<file path="src/rtl/muldiv_sched.sv">
// HI/LO multiply/divide scheduler: runs MULT/MULTU internally and sequences an external divider.
// Build option MULDIV_DIV0_FAST_EN: a zero divisor completes at once with hi=dividend, lo=all ones.
module muldiv_sched (
   input  logic        clk_i,
   input  logic        rst_ni,
   input  logic        start_i,
   input  logic [1:0]  op_i,
   input  logic [31:0] opa_i,
   input  logic [31:0] opb_i,
   input  logic        flush_i,
   output logic        stall_o,
   output logic        done_o,
   output logic [31:0] hi_o,
   output logic [31:0] lo_o,
   output logic        div_start_o,
   output logic        div_signed_o,
   output logic        div_annul_o,
   output logic [31:0] div_a_o,
   output logic [31:0] div_b_o,
   input  logic        div_ready_i,
   input  logic [63:0] div_result_i
);

   typedef enum logic [2:0] {
      IDLE     = 3'd0,
      MUL1     = 3'd1,
      MUL2     = 3'd2,
      DIV_WAIT = 3'd3,
      DONE     = 3'd4
   } state_t;

   localparam logic [1:0] OP_DIV = 2'b10;

   state_t      state_r, state_s;
   logic [1:0]  op_r;
   logic [31:0] a_r, b_r, hi_r, lo_r;
   logic [63:0] prod_r, prod_s, hilo_s;
   logic        accept_s, load_s, div0_s;

   function automatic logic [63:0] ext64(input logic [31:0] v, input logic sgn);
      return {{32{sgn & v[31]}}, v};
   endfunction

   // Low 64 bits of the extended product are exact for both signed and unsigned operands
   assign prod_s = ext64(a_r, ~op_r[0]) * ext64(b_r, ~op_r[0]);

`ifdef MULDIV_DIV0_FAST_EN
   assign div0_s = op_i[1] & (opb_i == 32'd0);
`else
   assign div0_s = 1'b0;
`endif

   // Next-state selection and the single HI/LO load point (the edge entering DONE)
   always_comb begin
      state_s  = state_r;
      accept_s = 1'b0;
      load_s   = 1'b0;
      hilo_s   = prod_r;
      case (state_r)
         IDLE: begin
            if (start_i && !flush_i) begin
               accept_s = 1'b1;
               if (!op_i[1]) begin
                  state_s = MUL1;
               end else if (div0_s) begin
                  state_s = DONE;
                  load_s  = 1'b1;
                  hilo_s  = {opa_i, 32'hFFFF_FFFF};
               end else begin
                  state_s = DIV_WAIT;
               end
            end else begin
               state_s = IDLE;
            end
         end
         MUL1: begin
            if (flush_i) state_s = IDLE;
            else         state_s = MUL2;
         end
         MUL2: begin
            if (flush_i) begin
               state_s = IDLE;
            end else begin
               state_s = DONE;
               load_s  = 1'b1;
               hilo_s  = prod_r;
            end
         end
         DIV_WAIT: begin
            // flush wins over a coincident divider result
            if (flush_i) begin
               state_s = IDLE;
            end else if (div_ready_i) begin
               state_s = DONE;
               load_s  = 1'b1;
               hilo_s  = div_result_i;
            end else begin
               state_s = DIV_WAIT;
            end
         end
         DONE:    state_s = IDLE;
         default: state_s = IDLE;
      endcase
   end

   assign stall_o      = rst_ni & (accept_s | (state_r == MUL1) | (state_r == MUL2) | (state_r == DIV_WAIT));
   assign done_o       = (state_r == DONE);
   assign div_start_o  = (state_r == DIV_WAIT) & ~flush_i;
   assign div_annul_o  = (state_r == DIV_WAIT) & flush_i;
   assign div_signed_o = (state_r == DIV_WAIT) & (op_r == OP_DIV);
   assign div_a_o      = a_r;
   assign div_b_o      = b_r;
   assign hi_o         = hi_r;
   assign lo_o         = lo_r;

   // FSM state register
   always_ff @(posedge clk_i or negedge rst_ni) begin
      if (!rst_ni) state_r <= IDLE;
      else         state_r <= state_s;
   end

   // Operation and operands captured on acceptance
   always_ff @(posedge clk_i or negedge rst_ni) begin
      if (!rst_ni) begin
         op_r <= 2'b00;
         a_r  <= 32'd0;
         b_r  <= 32'd0;
      end else if (accept_s) begin
         op_r <= op_i;
         a_r  <= opa_i;
         b_r  <= opb_i;
      end else begin
         op_r <= op_r;
         a_r  <= a_r;
         b_r  <= b_r;
      end
   end

   // Product register, written during MUL1
   always_ff @(posedge clk_i or negedge rst_ni) begin
      if (!rst_ni)                prod_r <= 64'd0;
      else if (state_r == MUL1)   prod_r <= prod_s;
      else                        prod_r <= prod_r;
   end

   // Architectural HI/LO result registers
   always_ff @(posedge clk_i or negedge rst_ni) begin
      if (!rst_ni) begin
         hi_r <= 32'd0;
         lo_r <= 32'd0;
      end else if (load_s) begin
         hi_r <= hilo_s[63:32];
         lo_r <= hilo_s[31:0];
      end else begin
         hi_r <= hi_r;
         lo_r <= lo_r;
      end
   end

endmodule

</file>
<file path="config.mk">
export PLATFORM = sky130hd
export DESIGN_NAME = muldiv_sched
export DESIGN_NICKNAME = d
export VERILOG_FILES = /design/src/rtl/muldiv_sched.sv
export SDC_FILE = /design/constraint.sdc
export NUM_CORES = 2
export LEC_CHECK = 0
export BUFFER_PORTS_ARGS = -buffer_cell sky130_fd_sc_hd__buf_2
export CAP_MARGIN = 0
export CORE_AREA = 8 8 265 267
export DETAILED_ROUTE_END_ITERATION = 10
export DIE_AREA = 0 0 273 275
export HOLD_SLACK_MARGIN = 0.03
export PLACE_DENSITY = 0.89
export SETUP_SLACK_MARGIN = 0.1
export SLEW_MARGIN = 20
export SYNTH_ARGS = -nofsm -noshare
export SYNTH_HDL_FRONTEND = slang
export SYNTH_SLANG_ARGS = --single-unit
</file>
<file path="constraint.sdc">
create_clock -name clk_i -period 20.4 [get_ports clk_i]
set_clock_uncertainty 0.15 [all_clocks]
set_input_delay 3.06 -clock clk_i [delete_from_list [all_inputs] [get_ports clk_i]]
set_output_delay 3.06 -clock clk_i [all_outputs]
set_load 0.005 [all_outputs]
</file>
==> run summary <==
The run finished with clean final reports. The run gives 11.54 ns as the worst-case setup slack after placement. The detailed router used layers up to and including met4.

Number of rows created at floorplan: 95. After synthesis, the cell types taking the most area are sky130_fd_sc_hd__fa_1 49%, sky130_fd_sc_hd__dfrtp_1 11%, sky130_fd_sc_hd__inv_1 9.1%. The tools report the detailed-route wire length on metal 1 as 40.61 mm.

The run gives 68 as the distinct cell type count after synthesis. The overall die area was 0.07508 mm2. Counting cells, the worst reg-to-reg path comes to 26. For this run, the number of Yosys warnings is 0.

The via count of the first global-routing pass is 39456, and the total detailed-routing wirelength is 132.0 mm. The number of setup buffers added after CTS was 0; the clock latency on the worst-skew pair was 0.51 ns. Synthesis inferred 197 register bits. The clock period could shrink to 8.945 ns.

The worst register-to-register path begins at div_b_o[6]$_DFFE_PN0P_. After detailed routing, the average wire length per cell comes to 22.76 um. The portion of synthesized cell area occupied by the leading cell type was 0.4918. The area share of and/or/nand/nor cells after synthesis was 0.1391; the met2 wire length was 65.13 mm. The tools report the source of the critical timing path as div_b_o[6]$_DFFE_PN0P_.

Across the run, the number of max-cap violations was 0. Leaving out filler cells and counting taps, the final layout contains 5801. The first global-routing pass estimated 209.6 mm of wire. At the end of routability-driven placement, the weighted congestion stood at 0.9357. In this run, CTS created clock tree buffers numbering 17. The share of async-settable or async-resettable flops after synthesis works out to 1.000. For this run, the leading register cell type out of synthesis is sky130_fd_sc_hd__dfrtp_1. The H-tree depth was 4.

The share of synthesized cell area in full adder, half adder and majority cells is 0.5498. The number of optimization iterations in the first detailed-route pass was 6; the share of the clock period used by the worst path after layout was 0.4385. Number of resized instances in the post-cts repair step: 0. Of all nets on the critical path, the largest fanout is 26. The share of synthesized area occupied by flip-flops and latches is 0.1077, and the setup-violating endpoint count in the final report is 0. The area growth from synthesis to layout is 5.577%.

The most used standard cell by instance count after synthesis is sky130_fd_sc_hd__fa_1. The routed layout has 34834 vias. STA classifies the critical path endpoint as a flip-flop. For flop-to-flop paths, the worst setup slack is 11.45 ns.

The remaining number of nets flagged by the antenna check after routing is 0. The starting density of the core is 0.6904, and the total track usage is 0.3640. Measured along the y axis, the die boundary spans 275 um. The top cell type by total area after synthesis was sky130_fd_sc_hd__fa_1. Data on the critical path is required at its endpoint by 20.61 ns.

After routing, the total negative slack on setup checks comes to 0 ns. Clock-pin slew was measured on the worst setup and hold paths at 0.10 ns. The launching element type of the critical path is a flip-flop.

Hold repair after CTS inserted 0 buffers. For the number of clock sinks, the log shows 197. Summed over all nets, wire length on met3 after detailed routing comes to 13.48 mm.

The final hold violation count is 0, and the residual DRC count is 0. The number of antenna violations at the first check in global routing is 4. For hold timing, the worst endpoint is hi_o[5]$_DFFE_PN0P_. The region available for standard cell placement spans 0.06633 mm2. Entering global routing, the biggest net connects 116 pins. The multiplexer share of the synthesized area is 0.03022. Sorting the synthesized cells by how often they occur yields 1125 x sky130_fd_sc_hd__fa_1, 1105 x sky130_fd_sc_hd__inv_1, 882 x sky130_fd_sc_hd__nand2_1. The largest family of logic cells by synthesized area is adder cells.

A synthesized cell averages 9.451 um2. After detailed placement, the design holds a cell count of 5764. Category of the critical setup timing path: reg -> reg.

The run gives 6317 as the total nets after synthesis. Setup repair after global routing left no endpoint under its margin. In this run the most critical hold path is launched from hi_o[5]$_DFFE_PN0P_.

The number of placed I/O pins is 268. The depth of the worst hold-timing path works out to 2. TritonCTS built the clock tree. For the count of routing violations after the opening detailed-route iteration, the log shows 3104. The die is 273 um wide. The synthesized netlist occupies a cell area of 0.04579 mm2. The post-synthesis share of cell area spent on xor and xnor gates was 0.01435; the post-layout net count was 6383. The minimum setup slack in the final design came out at 11.45 ns. The slew at the pin closest to its max-slew limit is 1.109 ns, and the mean number of vias per cell is 6.005. Input and output buffers added on the ports amount to 267. Path class of the lowest-slack min-delay path: reg -> reg.

The post-synthesis compound-gate area fraction was 0.04383. The arrival time at the worst endpoint came out at 9.15 ns. The normalized max-slew margin was 0.2585; the number of flops mapped to enable cells by yosys was 0. For the synthesized netlist cell count, the log shows 4845.

For this run, the top clock speed supported by timing is 111.8 MHz. After legalization and detailed placement, the total HPWL measured 98.23 mm. The maximum number of buffers from clock root to sink came out at 2. The tools report the clock root buffer as sky130_fd_sc_hd__clkbuf_16.

The worst register-to-register path ends at prod_r[63]$_DFFE_PN0N_. After global routing the overflow that remains totals 0. The share of cells above drive strength 1 came out at 0.09647.

For the count of pins over their slew limit, the log shows 0.
## kinds of logic after synthesis
group / count (synthesis)
buffers and inverters: 1388
multiplexers: 130
XOR/XNOR: 75
flip-flops: 197
adder cells (fa/ha/maj): 1337
AO/OA/AOI/OAI: 327
AND/OR/NAND/NOR: 1391
## worst max path at each step
| stage | end | slack, ns | cells after the start |
|---|---|---|---|
| after floorplan | prod_r[63]$_DFFE_PN0N_ | 12.23 | 28 |
| after global placement | prod_r[63]$_DFFE_PN0N_ | 11.75 | 27 |
| after detailed placement | prod_r[63]$_DFFE_PN0N_ | 11.54 | 27 |
| after CTS | prod_r[63]$_DFFE_PN0N_ | 11.51 | 27 |
| after global routing | prod_r[63]$_DFFE_PN0N_ | 11.10 | 27 |
| final | prod_r[63]$_DFFE_PN0N_ | 11.45 | 26 |
## sequential cells by signal, indices dropped and copies added (netlist names)
register and cells:
op_r 2, prod_r 64, div_a_o 32, hi_o 32, state_r 3, lo_o 32
div_b_o 32
## routing by layer
layer,track usage,vias to the layer above
li1,-,14195
met1,0.3958,17580
met2,0.6091,2195
met3,0.09237,864
met4,0.2830,0
met5,0,-
## worst max-delay path, stage by stage (launching register included)
cell	delay (ns)
sky130_fd_sc_hd__dfrtp_1	0.71
sky130_fd_sc_hd__buf_4	0.49
sky130_fd_sc_hd__nand2_1	0.17
sky130_fd_sc_hd__fa_1	0.58
sky130_fd_sc_hd__inv_1	0.06
sky130_fd_sc_hd__fa_1	0.50
sky130_fd_sc_hd__fa_1	0.52
sky130_fd_sc_hd__inv_1	0.05
sky130_fd_sc_hd__fa_1	0.46
sky130_fd_sc_hd__fa_1	0.52
sky130_fd_sc_hd__inv_1	0.06
sky130_fd_sc_hd__fa_1	0.50
sky130_fd_sc_hd__fa_1	0.52
sky130_fd_sc_hd__inv_1	0.06
sky130_fd_sc_hd__fa_1	0.58
sky130_fd_sc_hd__inv_1	0.07
sky130_fd_sc_hd__ha_1	0.33
sky130_fd_sc_hd__a21oi_1	0.36
sky130_fd_sc_hd__nand2_1	0.17
sky130_fd_sc_hd__nor3_1	0.23
sky130_fd_sc_hd__a31oi_2	0.10
sky130_fd_sc_hd__a211o_1	0.31
sky130_fd_sc_hd__a21o_1	0.23
sky130_fd_sc_hd__a221o_2	0.39
sky130_fd_sc_hd__a311o_1	0.39
sky130_fd_sc_hd__xnor2_1	0.18
sky130_fd_sc_hd__o21ai_1	0.07
## stage by stage
| step | instance area [um2] | hold WS, ns | util |
|---|---|---|---|
| floorplan | 45790 | 0.2885 | - |
| global placement | 47640 | 0.3054 | 0.7182 |
| detailed placement | 47640 | 0.3150 | 0.7183 |
| CTS | 48300 | 0.3339 | 0.7281 |
| global route | 48340 | 0.3470 | 0.7288 |
| finish | 48350 | 0.3319 | 0.7289 |
## cell type report
| type | instances | area (um2) |
|---|---|---|
| repair buffers | 329 | 1834 |
| flip-flops and latches | 197 | 4946 |
| well taps | 873 | 1092 |
| clock buffers | 17 | 425.4 |
| diodes | 4 | 10.01 |
| fillers | 4404 | 17980 |
| multi-input cells | 3260 | 35640 |
| clock inverters | 15 | 227.7 |
| inverters | 1106 | 4165 |
## cells in the final DEF (no fill, tap or decap), drive strengths merged, types with 23 or more instances in the layout
| cell type | count |
|---|---|
| a21o | 38 |
| a21oi | 67 |
| and2 | 371 |
| buf | 328 |
| dfrtp | 197 |
| fa | 1125 |
| ha | 212 |
| inv | 1114 |
| mux2 | 66 |
| mux2i | 64 |
| nand2 | 882 |
| nor2 | 51 |
| o21ai | 153 |
| xnor2 | 52 |
| xor2 | 23 |
Power is not shown: default switching activity piles up to over one toggle a cycle in this logic, so the estimate is an artifact.
